$ cat src/rtl/traffic_cd_ctrl.sv
// Two-approach traffic light controller with a two-digit BCD countdown on a scanned 7-segment display.
// Optional pedestrian shortening of the green phase is enabled by defining TRAFFIC_PED_REQ_EN.
module traffic_cd_ctrl #(
   parameter int CLK_DIV  = 50000000,
   parameter int SCAN_DIV = 50000,
   parameter int GREEN_T  = 25,
   parameter int YELLOW_T = 3
)(
   input  logic       clk,
   input  logic       rst,
   input  logic       en,
   input  logic       ped_req,
   output logic [2:0] light_ns,
   output logic [2:0] light_ew,
   output logic [1:0] digit_sel,
   output logic [3:0] bcd_out
);

   localparam int PRE_W = (CLK_DIV  > 1) ? $clog2(CLK_DIV)  : 1;
   localparam int SCN_W = (SCAN_DIV > 1) ? $clog2(SCAN_DIV) : 1;
   localparam logic [PRE_W-1:0] PRE_MAX  = PRE_W'(CLK_DIV - 1);
   localparam logic [SCN_W-1:0] SCAN_MAX = SCN_W'(SCAN_DIV - 1);
   localparam logic [3:0] G_TENS  = 4'(GREEN_T / 10);
   localparam logic [3:0] G_UNITS = 4'(GREEN_T % 10);
   localparam logic [3:0] Y_TENS  = 4'(YELLOW_T / 10);
   localparam logic [3:0] Y_UNITS = 4'(YELLOW_T % 10);

   typedef enum logic [1:0] {NS_G, NS_Y, EW_G, EW_Y} state_t;

   state_t           state, state_nx;
   logic [3:0]       tens, units, tens_nx, units_nx;
   logic [PRE_W-1:0] pre, pre_nx;
   logic [SCN_W-1:0] scan, scan_nx;
   logic [1:0]       sel_nx;
   logic [3:0]       bcd_nx;
   logic [2:0]       ns_nx, ew_nx;
   logic             tick, green, ped_pend;

`ifdef TRAFFIC_PED_REQ_EN
   logic ped_l, ped_l_nx;
   assign ped_pend = ped_l | ped_req;
`else
   logic unused_ped;
   assign unused_ped = ped_req;
   assign ped_pend   = 1'b0;
`endif

   always_comb begin
      state_nx = state;
      tens_nx  = tens;
      units_nx = units;
      pre_nx   = pre;
      scan_nx  = scan + 1'b1;
      sel_nx   = digit_sel;
      ns_nx    = 3'b100;
      ew_nx    = 3'b100;

      tick  = en && (pre == PRE_MAX);
      green = (state == NS_G) || (state == EW_G);
      if (en)
         pre_nx = tick ? '0 : pre + 1'b1;

      // A pending pedestrian cut pre-empts the tick; the two never conflict since the cut needs cnt > 05.
      if (ped_pend && green && (tens != 4'd0 || units > 4'd5)) begin
         tens_nx  = 4'd0;
         units_nx = 4'd5;
      end else if (tick) begin
         if (tens == 4'd0 && units == 4'd1) begin
            unique case (state)
               NS_G: state_nx = NS_Y;
               NS_Y: state_nx = EW_G;
               EW_G: state_nx = EW_Y;
               EW_Y: state_nx = NS_G;
            endcase
            tens_nx  = green ? Y_TENS  : G_TENS;
            units_nx = green ? Y_UNITS : G_UNITS;
         end else if (units == 4'd0) begin
            units_nx = 4'd9;
            tens_nx  = tens - 4'd1;
         end else begin
            units_nx = units - 4'd1;
         end
      end

`ifdef TRAFFIC_PED_REQ_EN
      ped_l_nx = ped_req | (ped_l & ~(green && state_nx != state));
`endif

      if (scan == SCAN_MAX) begin
         scan_nx = '0;
         sel_nx  = ~digit_sel;
      end
      bcd_nx = (sel_nx == 2'b01) ? units_nx : tens_nx;

      unique case (state_nx)
         NS_G: ns_nx = 3'b001;
         NS_Y: ns_nx = 3'b010;
         EW_G: ew_nx = 3'b001;
         EW_Y: ew_nx = 3'b010;
      endcase
   end

   always_ff @(posedge clk) begin
      if (rst) begin
         state     <= NS_G;
         tens      <= G_TENS;
         units     <= G_UNITS;
         pre       <= '0;
         scan      <= '0;
         digit_sel <= 2'b01;
         bcd_out   <= G_UNITS;
         light_ns  <= 3'b001;
         light_ew  <= 3'b100;
`ifdef TRAFFIC_PED_REQ_EN
         ped_l     <= 1'b0;
`endif
      end else begin
         state     <= state_nx;
         tens      <= tens_nx;
         units     <= units_nx;
         pre       <= pre_nx;
         scan      <= scan_nx;
         digit_sel <= sel_nx;
         bcd_out   <= bcd_nx;
         light_ns  <= ns_nx;
         light_ew  <= ew_nx;
`ifdef TRAFFIC_PED_REQ_EN
         ped_l     <= ped_l_nx;
`endif
      end
   end

endmodule
$ cat config.mk
export PLATFORM = sky130hd
export DESIGN_NAME = traffic_cd_ctrl
export DESIGN_NICKNAME = d
export VERILOG_FILES = /design/src/rtl/traffic_cd_ctrl.sv
export SDC_FILE = /design/constraint.sdc
export NUM_CORES = 1
export LEC_CHECK = 0
export ABC_AREA = 1
export BUFFER_PORTS_ARGS = -buffer_cell sky130_fd_sc_hd__buf_2
export CORE_MARGIN = 2
export CORE_UTILIZATION = 54
export CTS_CLUSTER_SIZE = 25
export DETAILED_ROUTE_END_ITERATION = 8
export PLACE_DENSITY = 0.72
export RECOVER_POWER = 50
export SYNTH_ARGS = -nofsm -noshare
export SYNTH_HDL_FRONTEND = slang
export SYNTH_SLANG_ARGS = --single-unit
$ cat constraint.sdc
create_clock -name clk -period 4.2 [get_ports clk]
set_input_delay 0.42 -clock clk [delete_from_list [all_inputs] [get_ports clk]]
set_output_delay 0.42 -clock clk [all_outputs]
set_load 0.1 [all_outputs]
After elaboration in Yosys (flattened, before gate mapping):

Cells that the tools add are included.

* word-level logic and storage cells: 48
* bits of input ports: 4
* output and inout bits: 12
* register bits: 64

* muxes and demuxes: 16
* eq/ne operators: 10
* bitwise logic cells: 1
* reduce and logical (&&, ||, !) cells: 8
* add/subtract/negate cells: 4

Operators by type and width (number)
* $mux W4: 7
* $add A26 B1 Y26 const B: 1
* $eq A26 B26 Y1 const B: 1
* $mux W26: 1
* $add A16 B1 Y16 const B: 1
* $eq A16 B16 Y1 const B: 1
* $pmux W3 S2: 2
* $eq A2 B2 Y1 const B: 4
* $logic_not A4 Y1: 2
* $mux W2: 4
* $pmux W2 S4: 1
* $sub A4 B1 Y4 const B: 2
* $eq A2 B1 Y1 const B: 3
* $eq A4 B1 Y1 const B: 1
* $logic_not A2 Y1: 2
* $mux W3: 1
* $logic_and A1 B1 Y1: 2
* $not A2 Y2: 1
* $reduce_or A2 Y1: 1
* $logic_or A1 B1 Y1: 1

Longest topological paths before layout:

* word-level depth: 6
* gate-level depth with buffers: 12
* mapped depth without buffers: 12

Least setup slack after synthesis:

No wires, ideal clock.

* path kind: flip-flop to flip-flop
* start: register digit_sel[0]
* end: register bcd_out[2]
* library setup time: 122 ps
* slack: 2538 ps
* cell stages (with the launch flop): 7
* required time: 4078 ps
* arrival: 1540 ps
* clock period less this slack: 1662 ps
* cells stage by stage: dfxtp_1 nand3b_1 nand2_1 nand2_1 inv_1 nand2_1 nand3_1

* cells in the longest elaborated chain, start to end: 4

Ends and longest elaborated chain
* start, declared: RTL line 15 `output logic [1:0] digit_sel,`
* start signal, assigned: RTL line 123 `digit_sel <= sel_nx;`
* $not A2 Y2: RTL line 91 `sel_nx = ~digit_sel;`
* $mux W2 *: RTL line 89 `if (scan == SCAN_MAX) begin`
* $eq A2 B1 Y1 *: RTL line 93 `bcd_nx = (sel_nx == 2'b01) ? units_nx : tens_nx;`
* $mux W4 *: RTL line 93
* end signal, assigned: RTL line 124 `bcd_out <= bcd_nx;`
* end, declared: RTL line 16 `output logic [3:0] bcd_out`

Mark *: on every way between the ends. The rest lies on a longest branch, timed or not.
A chain may end at the register's enable or synchronous reset.

Worst setup path in the final report:

* start: register pre[0]
* end: register pre[15]

* cells in the longest elaborated chain, start to end: 3

Ends and longest elaborated chain
* start, declared: RTL line 32 `logic [PRE_W-1:0] pre, pre_nx;`
* start signal, assigned: RTL line 121 `pre <= pre_nx;`
* parallel branches: the longest is 2 deep, another holds $add A26 B1 Y26
* $mux W26 *: RTL line 61 `pre_nx = tick ? '0 : pre + 1'b1;`

Every way passes the cells marked *.

==> summary by stage <==
Run status
The flow ran to the end, and the final reports show no timing, DRC or antenna violations.

STA
On the final layout, the worst clock skew is 7.28 ps. The final max-slew violation count is 0. The post-route minimum period is 2030 ps. The relative max-transition margin is 22.7%. The final number of hold-violating endpoints is 0. The final setup TNS is 0 ps. Setup repair after global routing left no endpoint under its margin. The timing-limited maximum frequency is 493 MHz. The number of setup violations in the final report is 0. Of the available clock period, the critical path in the final layout requires 48.3%. For the pin with the worst max-slew slack, the measured transition is 1160 ps.

Placed design
The HPWL reported at the end of detailed placement is 4900 um. The routability congestion estimate is 0.866. Buffers placed on the I/O ports in this run total 14.

Setup path
The maximum fanout count along the critical path is 14. The type of the worst setup path is register to register. Together, buffers and inverters on the worst path number 2. The kind of start point of the critical path is a register. Among all stages on the critical path, the largest delay is contributed by sky130_fd_sc_hd__dfxtp_1. Walking the worst path, the cells encountered are ha_1, nand2_1, inv_1, nand2_1, nor2_4, nand2_4, nand2_1, inv_2, o21ai_0, a21oi_1. Among cell families on the critical path, the largest total delay comes from simple AND/OR/NAND/NOR gates. The cell that appears most often on the critical path is sky130_fd_sc_hd__nand2_1. The data arrival time of the critical path is 2250 ps.

In this design, the stage delay of the slowest critical-path cell is 380 ps. The kind of capture point of the worst setup path is a register. The critical path required time is 4420 ps.

Drt
The total wire length after detailed routing is 6510 um. The detailed-routing iteration count for the pre-antenna-repair pass is 4. The starting DRC count in detailed routing is 149. The via density per instance is 5.03.

Across all layers, the routed design uses 2951 vias. The number of remaining DRC errors is 0. The number of antenna-violating nets in the routed design is 0. The routed wirelength normalized by instance count is 11.1 um.

Logic synthesis
Synthesis handed over a netlist of 488 instances. The post-synthesis sequential element count is 64. In this run the mean area of a mapped cell was 6.74 um2.

In this run the cell area of the synthesized design comes to 3290 um2. The number of warnings reported in the yosys synthesis log is 0. Of the synthesized area, sequential elements account for 39.0%. The synthesized netlist contains 31 unique library cells. The net count after synthesis is 497.

Power and ir drop
The total power draw is 1.16 mW. In this run the power density over the cells is 323 nW/um2. The worst-case IR drop observed on VDD is 0.000226 V. For this design the static power due to leakage is 1.43 nW.

Clock network
The post-CTS repair timing setup buffer count is 0. In this run, post-CTS repair resized a total of 0 instances. The total clock sinks is 64. In this run the clock root is driven by a sky130_fd_sc_hd__clkbuf_8. For the worst-skew pair, the clock arrives at the later sink with an insertion delay of 340 ps. No sink is reached through more buffers than the 2 on the longest clock path.

The clock tree synthesis step divided the H-tree into 3 levels. After clock tree synthesis, the clock-pin slew on the worst setup and hold paths is 70 ps. The number of hold-repair buffers added at the cts stage is 0.

The clock buffer count from CTS is 9. The TritonCTS clock tree is built.

Global route
The initial antenna violation count was 0. The total overflow reported by the global router is 0. The global-route usage over all layers is 21.0%.

The largest net degree at the start of global routing is 17. The via count of the first global-routing pass is 2627. The first global-routing pass estimated 10900 um of wire.

Job
Max-cap violations in this run came to 0.

Finish
0 antenna diodes ended up in the layout. The post-route core utilization is 60.8%. Leaving out fill and tap cells, the most frequent cell in the layout is sky130_fd_sc_hd__nand2_1. Compared with the post-synthesis result, the final layout area differs by 9.43%. Leaving out fill and tap cells, the most frequent cells in the layout are sky130_fd_sc_hd__nand2_1 (120), sky130_fd_sc_hd__nor2_1 (80), sky130_fd_sc_hd__dfxtp_1 (64). The final-stage net count is 516.

The fraction of layout cells with a size suffix above 1 is 9.57%.

Die
For this design the top-level I/O count stands at 16. The row count is 28. The area of the die is 6730 um2.

The total area inside the core boundary comes to 5920 um2. Once the floorplan was initialized, standard cells occupied 55.6% of the core. The die is 82.1 um wide.

The die is 82.1 um tall.

Min path
The type of the tightest min-delay check is primary input to register.
## cell usage after synthesis
master / n / share of area, %
sky130_fd_sc_hd__a21oi_1: 24 / 3.7
sky130_fd_sc_hd__nand2_4: 1 / 0.34
sky130_fd_sc_hd__nand4_1: 11 / 2.1
sky130_fd_sc_hd__buf_2: 2 / 0.30
sky130_fd_sc_hd__buf_4: 2 / 0.46
sky130_fd_sc_hd__ha_1: 5 / 1.9
sky130_fd_sc_hd__nand2_1: 120 / 14
sky130_fd_sc_hd__o21bai_1: 1 / 0.23
sky130_fd_sc_hd__or2_0: 2 / 0.38
sky130_fd_sc_hd__inv_2: 6 / 0.68
sky130_fd_sc_hd__xnor2_1: 2 / 0.53
sky130_fd_sc_hd__o21ai_2: 2 / 0.53
sky130_fd_sc_hd__o21a_1: 2 / 0.46
sky130_fd_sc_hd__nand2_2: 10 / 1.9
sky130_fd_sc_hd__or2_2: 1 / 0.19
sky130_fd_sc_hd__nand3_1: 43 / 6.5
sky130_fd_sc_hd__o21ai_0: 12 / 1.8
sky130_fd_sc_hd__xor2_1: 8 / 2.1
sky130_fd_sc_hd__clkbuf_1: 2 / 0.23
sky130_fd_sc_hd__a31oi_1: 2 / 0.38
sky130_fd_sc_hd__nor3_2: 2 / 0.61
sky130_fd_sc_hd__nand3b_1: 3 / 0.68
sky130_fd_sc_hd__nor2_1: 80 / 9.1
sky130_fd_sc_hd__nor3_1: 10 / 1.5
sky130_fd_sc_hd__o31ai_1: 1 / 0.23
sky130_fd_sc_hd__dfxtp_1: 64 / 39
sky130_fd_sc_hd__nor2_4: 6 / 2.1
sky130_fd_sc_hd__inv_1: 54 / 6.2
sky130_fd_sc_hd__nor2_2: 4 / 0.76
sky130_fd_sc_hd__nand3_2: 1 / 0.30
sky130_fd_sc_hd__nor3b_1: 5 / 1.1
## cell families (layout without fill, tap and decap cells)
group           after synthesis  count (layout)  synth area share (%)
simple gates                299             299                  41.3
flops                        64              64                  39.0
compound gates               44              44                  7.30
xor+xnor                     10              10                  2.66
fa+ha+maj                     5               5                  1.90
buf+inv                      66              90                  7.84
## per-stage QoR
step	area [um2]	instances	worst slack, ps	hold WS (ps)
finish	3600	587	2170	374
CTS	3620	587	2180	373
global route	3600	587	1900	391
floorplan	3290	488	2540	418
global placement	3420	571	2120	433
detailed placement	3420	571	2070	442
## metal layers
| metal | share of wire [%] | track usage [%] | vias to the layer above |
|---|---|---|---|
| met3 | 2.8 | 4.07 | 12 |
| met5 | 0 | 0 | - |
| met2 | 45 | 35.4 | 38 |
| met4 | 2.3 | 10.8 | 0 |
| li1 | - | - | 1592 |
| met1 | 50 | 25.2 | 1309 |
## worst register-to-register path, cell delays in order, from the launching register on
cell and delay [ps]:
sky130_fd_sc_hd__dfxtp_1 380, sky130_fd_sc_hd__ha_1 220, sky130_fd_sc_hd__nand2_1 80, sky130_fd_sc_hd__inv_1 50, sky130_fd_sc_hd__nand2_1 90, sky130_fd_sc_hd__nor2_4 210
sky130_fd_sc_hd__nand2_4 90, sky130_fd_sc_hd__nand2_1 370, sky130_fd_sc_hd__inv_2 220, sky130_fd_sc_hd__o21ai_0 150, sky130_fd_sc_hd__a21oi_1 60
## flip-flops by register name, indices dropped and copies added (netlist names)
signal and count:
units 4, bcd_out 4, digit_sel 2, tens 4
light_ew 3, pre 26, state 2, scan 16
light_ns 3
## worst paths after layout
kind / start / end / slack, ps / cells past startpoint
worst max-delay path: pre[0]$_SDFFE_PP0P_ / pre[15]$_SDFFE_PP0P_ / 2170 / 10
worst min-delay path: rst / units[1]$_SDFF_PP0_ / 370 / 2
worst max register to register: pre[0]$_SDFFE_PP0P_ / pre[15]$_SDFFE_PP0P_ / 2170 / 10
worst min register to register: scan[0]$_SDFF_PP0_ / scan[0]$_SDFF_PP0_ / 450 / 1
## power breakdown
| part | internal [mW] | switching, mW | leakage (nW) |
|---|---|---|---|
| Clock | 0.289 | 0.235 | 0.0993 |
| Combinational | 0.00634 | 0.0180 | 0.815 |
| Sequential | 0.611 | 0.00322 | 0.517 |
## area by class of cell
cell class              count  area (um2)
fillers                   615        2320
multi-input cells         358        1750
flip-flops and latches     64        1280
inverters                  60         225
clock buffers              11         141
well taps                  75        93.8
clock inverters             5        56.3
repair buffers             14        55.1
No activity file was read; power rests on OpenSTA's default activity.
